`config.mk`:
```
export PLATFORM = sky130hd
export DESIGN_NAME = cv32e40n_apu_requester
export DESIGN_NICKNAME = d
export VERILOG_FILES = /design/src/rtl/cv32e40n_apu_requester.sv
export SDC_FILE = /design/constraint.sdc
export NUM_CORES = 1
export LEC_CHECK = 0
export BUFFER_PORTS_ARGS = -buffer_cell sky130_fd_sc_hd__buf_2
export CAP_MARGIN = 30
export CORE_UTILIZATION = 53
export CTS_CLUSTER_SIZE = 16
export DETAILED_ROUTE_END_ITERATION = 7
export PLACE_DENSITY = 0.79
export SETUP_SLACK_MARGIN = 0.05
export SLEW_MARGIN = 20
export SYNTH_ARGS = -nofsm -noshare
export SYNTH_HDL_FRONTEND = slang
export SYNTH_SLANG_ARGS = --single-unit
export TNS_END_PERCENT = 10
```
`constraint.sdc`:
```
create_clock -name clk_i -period 5.1 [get_ports clk_i]
set_input_delay 0.765 -clock clk_i [delete_from_list [all_inputs] [get_ports clk_i]]
set_output_delay 0.765 -clock clk_i [all_outputs]
set_load 0.05 [all_outputs]
```
`src/rtl/cv32e40n_apu_requester.sv`:
```
// -----------------------------------------------------------------------------
// cv32e40n_apu_requester
//
// Initiator side of the APU request/response protocol. Core-side commands
// arrive on a valid/ready port, are held and presented on the APU req/gnt
// channel, and their tags are queued until the in-order rvalid response comes
// back. Responses cannot be backpressured, so they land in a result FIFO whose
// space is reserved up front by a credit check at command accept.
//
// Optional feature: define APU_REQ_TIMEOUT_EN to build the watchdog that sets
// timeout_o after TIMEOUT_CYCLES cycles without grant/response progress.
// Without the macro timeout_o is tied to 0.
//
// Ports
//   clk_i, rst_i          clock, asynchronous active-high reset
//   cmd_*                 command port (valid/ready), operands/op/flags/tag
//   apu_req_o, apu_gnt_i  APU request channel, apu_operands_o/op_o/flags_o held
//   apu_rvalid_i          APU response strobe with apu_result_i/apu_flags_i
//   res_*                 result port (valid/ready), data/flags/tag
//   busy_o                any operation held, outstanding or buffered
//   err_o                 sticky: response arrived with nothing outstanding
//   timeout_o             sticky watchdog flag
// -----------------------------------------------------------------------------

package cv32e40p_apu_core_pkg;
    parameter int APU_NARGS_CPU    = 3;
    parameter int APU_WOP_CPU      = 6;
    parameter int APU_NDSFLAGS_CPU = 15;
    parameter int APU_NUSFLAGS_CPU = 5;
endpackage

module cv32e40n_apu_requester
    import cv32e40p_apu_core_pkg::*;
#(
    parameter int DEPTH          = 4,
    parameter int TAG_W          = 4,
    parameter int TIMEOUT_CYCLES = 256
) (
    input  logic                              clk_i,
    input  logic                              rst_i,

    input  logic                              cmd_valid_i,
    output logic                              cmd_ready_o,
    input  logic [APU_NARGS_CPU-1:0][31:0]    cmd_operands_i,
    input  logic [APU_WOP_CPU-1:0]            cmd_op_i,
    input  logic [APU_NDSFLAGS_CPU-1:0]       cmd_flags_i,
    input  logic [TAG_W-1:0]                  cmd_tag_i,

    output logic                              apu_req_o,
    input  logic                              apu_gnt_i,
    output logic [APU_NARGS_CPU-1:0][31:0]    apu_operands_o,
    output logic [APU_WOP_CPU-1:0]            apu_op_o,
    output logic [APU_NDSFLAGS_CPU-1:0]       apu_flags_o,

    input  logic                              apu_rvalid_i,
    input  logic [31:0]                       apu_result_i,
    input  logic [APU_NUSFLAGS_CPU-1:0]       apu_flags_i,

    output logic                              res_valid_o,
    input  logic                              res_ready_i,
    output logic [31:0]                       res_data_o,
    output logic [APU_NUSFLAGS_CPU-1:0]       res_flags_o,
    output logic [TAG_W-1:0]                  res_tag_o,

    output logic                              busy_o,
    output logic                              err_o,
    output logic                              timeout_o
);

    localparam int PW = $clog2(DEPTH);
    localparam int CW = PW + 1;

    typedef enum logic {
        IDLE = 1'b0,
        REQ  = 1'b1
    } state_e;

    typedef struct packed {
        logic [31:0]                 data;
        logic [APU_NUSFLAGS_CPU-1:0] flags;
        logic [TAG_W-1:0]            tag;
    } res_entry_t;

    state_e                           state_q;
    logic [APU_NARGS_CPU-1:0][31:0]   hold_operands_q;
    logic [APU_WOP_CPU-1:0]           hold_op_q;
    logic [APU_NDSFLAGS_CPU-1:0]      hold_flags_q;
    logic [TAG_W-1:0]                 hold_tag_q;

    logic [CW-1:0]                    outst_q, outst_d;
    logic [CW-1:0]                    res_cnt_q, res_cnt_d;
    logic [PW-1:0]                    tag_wr_q, tag_rd_q;
    logic [PW-1:0]                    res_wr_q, res_rd_q;
    logic [TAG_W-1:0]                 tag_mem [DEPTH];
    res_entry_t                       res_mem [DEPTH];
    res_entry_t                       res_head;
    logic                             err_q;

    logic [CW:0]                      total;
    logic                             credit_ok;
    logic                             in_req;
    logic                             grant;
    logic                             accept;
    logic                             cmd_ready_int;
    logic                             resp_ok;
    logic                             resp_err;
    logic                             res_pop;

    assign in_req    = (state_q == REQ);
    // A same-cycle result pop is deliberately not credited here.
    assign total     = {{CW{1'b0}}, in_req} + {1'b0, outst_q} + {1'b0, res_cnt_q};
    assign credit_ok = (total < (CW+1)'(DEPTH));

    assign grant         = in_req & apu_gnt_i;
    assign cmd_ready_int = in_req ? (apu_gnt_i & credit_ok) : credit_ok;
    assign accept        = cmd_valid_i & cmd_ready_int;

    // A response is only legal against a grant from an earlier cycle.
    assign resp_ok  = apu_rvalid_i & (outst_q != '0);
    assign resp_err = apu_rvalid_i & (outst_q == '0);
    assign res_pop  = (res_cnt_q != '0) & res_ready_i;

    // state | meaning
    // IDLE  | no request held; accept when credit allows
    // REQ   | hold registers driven with apu_req_o=1 until granted
    always_ff @(posedge clk_i or posedge rst_i) begin
        if (rst_i) begin
            state_q         <= IDLE;
            hold_operands_q <= '0;
            hold_op_q       <= '0;
            hold_flags_q    <= '0;
            hold_tag_q      <= '0;
        end else begin
            if (accept) begin
                hold_operands_q <= cmd_operands_i;
                hold_op_q       <= cmd_op_i;
                hold_flags_q    <= cmd_flags_i;
                hold_tag_q      <= cmd_tag_i;
                state_q         <= REQ;
            end else if (grant) begin
                state_q         <= IDLE;
            end
        end
    end

    always_comb begin
        outst_d = outst_q;
        case ({grant, resp_ok})
            2'b10:   outst_d = outst_q + CW'(1);
            2'b01:   outst_d = outst_q - CW'(1);
            default: outst_d = outst_q;
        endcase
    end

    always_comb begin
        res_cnt_d = res_cnt_q;
        case ({resp_ok, res_pop})
            2'b10:   res_cnt_d = res_cnt_q + CW'(1);
            2'b01:   res_cnt_d = res_cnt_q - CW'(1);
            default: res_cnt_d = res_cnt_q;
        endcase
    end

    always_ff @(posedge clk_i or posedge rst_i) begin
        if (rst_i) begin
            outst_q   <= '0;
            res_cnt_q <= '0;
            tag_wr_q  <= '0;
            tag_rd_q  <= '0;
            res_wr_q  <= '0;
            res_rd_q  <= '0;
            err_q     <= 1'b0;
        end else begin
            outst_q   <= outst_d;
            res_cnt_q <= res_cnt_d;
            if (grant)   tag_wr_q <= tag_wr_q + PW'(1);
            if (resp_ok) tag_rd_q <= tag_rd_q + PW'(1);
            if (resp_ok) res_wr_q <= res_wr_q + PW'(1);
            if (res_pop) res_rd_q <= res_rd_q + PW'(1);
            if (resp_err) err_q <= 1'b1;
        end
    end

    // Storage needs no reset: occupancy is tracked by the counters above.
    always_ff @(posedge clk_i) begin
        if (grant) begin
            tag_mem[tag_wr_q] <= hold_tag_q;
        end
        if (resp_ok) begin
            res_mem[res_wr_q] <= '{data: apu_result_i, flags: apu_flags_i, tag: tag_mem[tag_rd_q]};
        end
    end

    assign res_head = res_mem[res_rd_q];

    assign cmd_ready_o    = cmd_ready_int & ~rst_i;
    assign apu_req_o      = in_req;
    assign apu_operands_o = hold_operands_q;
    assign apu_op_o       = hold_op_q;
    assign apu_flags_o    = hold_flags_q;

    assign res_valid_o    = (res_cnt_q != '0);
    assign res_data_o     = res_valid_o ? res_head.data  : '0;
    assign res_flags_o    = res_valid_o ? res_head.flags : '0;
    assign res_tag_o      = res_valid_o ? res_head.tag   : '0;

    assign busy_o         = (total != '0);
    assign err_o          = err_q;

`ifdef APU_REQ_TIMEOUT_EN
    localparam int WW = $clog2(TIMEOUT_CYCLES + 1);

    logic [WW-1:0] wd_q;
    logic          timeout_q;
    logic          wd_wait;

    assign wd_wait = (in_req & ~apu_gnt_i) | ((outst_q != '0) & ~apu_rvalid_i);

    always_ff @(posedge clk_i or posedge rst_i) begin
        if (rst_i) begin
            wd_q      <= '0;
            timeout_q <= 1'b0;
        end else if (apu_gnt_i | apu_rvalid_i) begin
            wd_q      <= '0;
        end else if (wd_wait) begin
            if (wd_q != WW'(TIMEOUT_CYCLES)) wd_q <= wd_q + WW'(1);
            if (wd_q == WW'(TIMEOUT_CYCLES - 1)) timeout_q <= 1'b1;
        end
    end

    assign timeout_o = timeout_q;
`else
    localparam int unused_timeout_cycles = TIMEOUT_CYCLES;
    assign timeout_o = 1'b0;
`endif

endmodule
```
==> impl_metrics.env <==
export IMPL_status="complete, no violations"
export IMPL_die_w_um=157
export IMPL_numClockSinks=317
export IMPL_ios=328
export IMPL_wl_met1_mm=9.99
export IMPL_grt_pass1_wl_mm=39.0
export IMPL_avgViaCountPerCell=5.05
export IMPL_synth_distinct_cells=30
export IMPL_slew_headroom=0.443
export IMPL_fp_dieH_um=157
export IMPL_cts_tree="done"
export IMPL_min_period_over_period=0.764
export IMPL_report_final_setup_viol=0
export IMPL_drc=0
export IMPL_synthCells=631
export IMPL_tightest_slew_ps=835
export IMPL_clock_skew_ps=8.35
export IMPL_topRoutingLayerUsed="met5"
export IMPL_drv_slew=0
export IMPL_dr_pass1_iters=6
export IMPL_via_count=6672
export IMPL_grt_ovfl_total=0
export IMPL_clockRootBuffer="clkbuf_16"
export IMPL_final_common_cell="buf_2"
export IMPL_dpl_hpwl_mm=17.5
export IMPL_grt_start_max_net_pins=69
export IMPL_io_buffers=326
export IMPL_design_die_area_um2=24600
export IMPL_cp_end_kind="output pin"
export IMPL_critPathArrivalTime_ps=3130
export IMPL_ys_seq_elements=317
export IMPL_grt_pass1_vias=7101
export IMPL_crit_fanout=8
export IMPL_routed_wl_mm=25.8
export IMPL_initial_core_util=0.542
export IMPL_maxCapViolations=0
export IMPL_area_growth_pct=22.9
export IMPL_post_cts_resize_count=0
export IMPL_yosysTopAreaCellShare=0.425
export IMPL_syn_area_per_cell_um2=20.2
export IMPL_fillCellCount=1615
export IMPL_ctsHoldBuffers=0
export IMPL_min_period_ps=3900
export IMPL_antenna_found_initial=8
export IMPL_mappedNetlistArea_um2=12700
export IMPL_fmax_mhz=257
export IMPL_synth_fp_nets=811
export IMPL_post_cts_setup_buffers=0
export IMPL_ys_top_cells_by_area="edfxtp_1 42%, dfrtp_1 27%, mux2_4 11%, mux4_2 8.0%, mux2_2 2.8%"
export IMPL_hold_viol_final=0
export IMPL_rows=56
export IMPL_clk_latency_ps=540
export IMPL_post_drt_wl_per_cell_um=19.5
export IMPL_fin_nets=1151
export IMPL_cp_start_kind="flip-flop"
export IMPL_drt_first_iter_violations=292
export IMPL_yosys_area_top_type="edfxtp_1"
export IMPL_rsz0062_at_grt="false"
export IMPL_crit_type="reg2out"
export IMPL_core_area_um2=23500
export IMPL_dr_wl_met3_mm=1.96
export IMPL_layout_cells_most_common_list="326 x buf_2, 180 x edfxtp_1, 135 x dfrtp_1"
export IMPL_fin_setup_tns_ps=0
export IMPL_clkTransAtPathRegs_ps=60
export IMPL_cts_buffer_depth=3
export IMPL_cp_required_ps=4340
export IMPL_hold_path_class="in2async"
export IMPL_dr_wl_met2_mm=13.1
export IMPL_drive_above_1_share=0.565
export IMPL_seq_area_frac_synth=0.694
export IMPL_htree_levels=1
export IMPL_drtAntennaViolNets=0
export IMPL_cts_buffers=31
export IMPL_ys_warn_count=0
export IMPL_grt_usage=0.210
export IMPL_gp_congestion=0.797
layer usage:
metal,up-vias,GRT usage
li1,3043,-
met1,3324,0.261
met2,252,0.354
met3,49,0.0570
met4,4,0.0742
met5,-,0
per-stage QoR:
step / util / instance area (um^2) / setup WS (ps) / cells / hold slack [ps]
finish: 0.666 / 15600 / 1200 / 1320 / 285
global route: 0.666 / 15600 / 1080 / 1320 / 307
CTS: 0.664 / 15600 / 1170 / 1313 / 280
detailed placement: 0.623 / 14600 / 1340 / 1256 / 461
global placement: 0.620 / 14600 / 1450 / 1253 / 448
floorplan: - / 12700 / 942 / 631 / 459
synth_stat cells, drive strengths merged:
| cell type | count |
|---|---|
| a21o | 1 |
| and2 | 46 |
| and3 | 6 |
| buf | 20 |
| clkbuf | 12 |
| conb | 1 |
| dfrtp | 137 |
| edfxtp | 180 |
| fa | 4 |
| ha | 12 |
| inv | 14 |
| mux2 | 122 |
| mux2i | 2 |
| mux4 | 45 |
| nand2 | 6 |
| nand2b | 1 |
| nand3 | 1 |
| nor2 | 2 |
| nor2b | 2 |
| nor3 | 1 |
| o21ai | 1 |
| o32ai | 1 |
| or3 | 1 |
| or4b | 1 |
| xnor2 | 6 |
| xor2 | 6 |
cell type report:
class,instances,area (um^2),area share
diodes,6,15.0,0.000960
clock buffers,37,843,0.0539
clock inverters,20,125,0.00800
inverters,14,56.3,0.00360
multi-input cells,268,3540,0.226
flip-flops and latches,317,8840,0.565
well taps,319,399,0.0255
repair buffers,339,1830,0.117
worst paths after layout:
| kind | start | end | slack (ps) | cells after the start |
|---|---|---|---|---|
| setup / recovery | apu_req_o$_DFFE_PP0P_ | cmd_ready_o | 1200 | 7 |
| hold / removal | rst_i | apu_operands_o[87]$_DFFE_PP0P_ | 280 | 2 |
| setup reg to reg | apu_req_o$_DFFE_PP0P_ | apu_operands_o[39]$_DFFE_PP0P_ | 1330 | 8 |
| hold reg to reg | err_o$_DFFE_PP0P_ | err_o$_DFFE_PP0P_ | 460 | 1 |
| max in group asynchronous | rst_i | apu_operands_o[63]$_DFFE_PP0P_ | 3280 | 5 |
| min in group clk_i | apu_rvalid_i | err_o$_DFFE_PP0P_ | 440 | 2 |
worst max-delay path: stages, from the launching register on:
cell and delay [ps]:
dfrtp_1 450, inv_1 100, fa_1 460, fa_1 400, or4b_4 560, o32ai_4 140, and3_1 180, buf_2 280
state kept, by name, summed over array words and instances (netlist names):
signal / flops
outst_q: 3
apu_req_o: 1
err_o: 1
apu_operands_o: 96
res_wr_q: 2
tag_rd_q: 2
tag_mem: 16
tag_wr_q: 2
res_mem: 164
res_cnt_q: 3
res_rd_q: 2
hold_tag_q: 4
apu_op_o: 6
apu_flags_o: 15
logic make-up after synthesis:
family                   synth area share
multiplexers                        0.216
adder cells (fa/ha/maj)            0.0181
other                            0.000295
AND/OR/NAND/NOR                    0.0318
AO/OA/AOI/OAI                     0.00315
flip-flops                          0.694
XOR/XNOR                          0.00826
buffers and inverters              0.0282
Power is left out: the tool's default activity adds up to more than one toggle a clock period on the data nets, which glitch-free logic cannot reach.
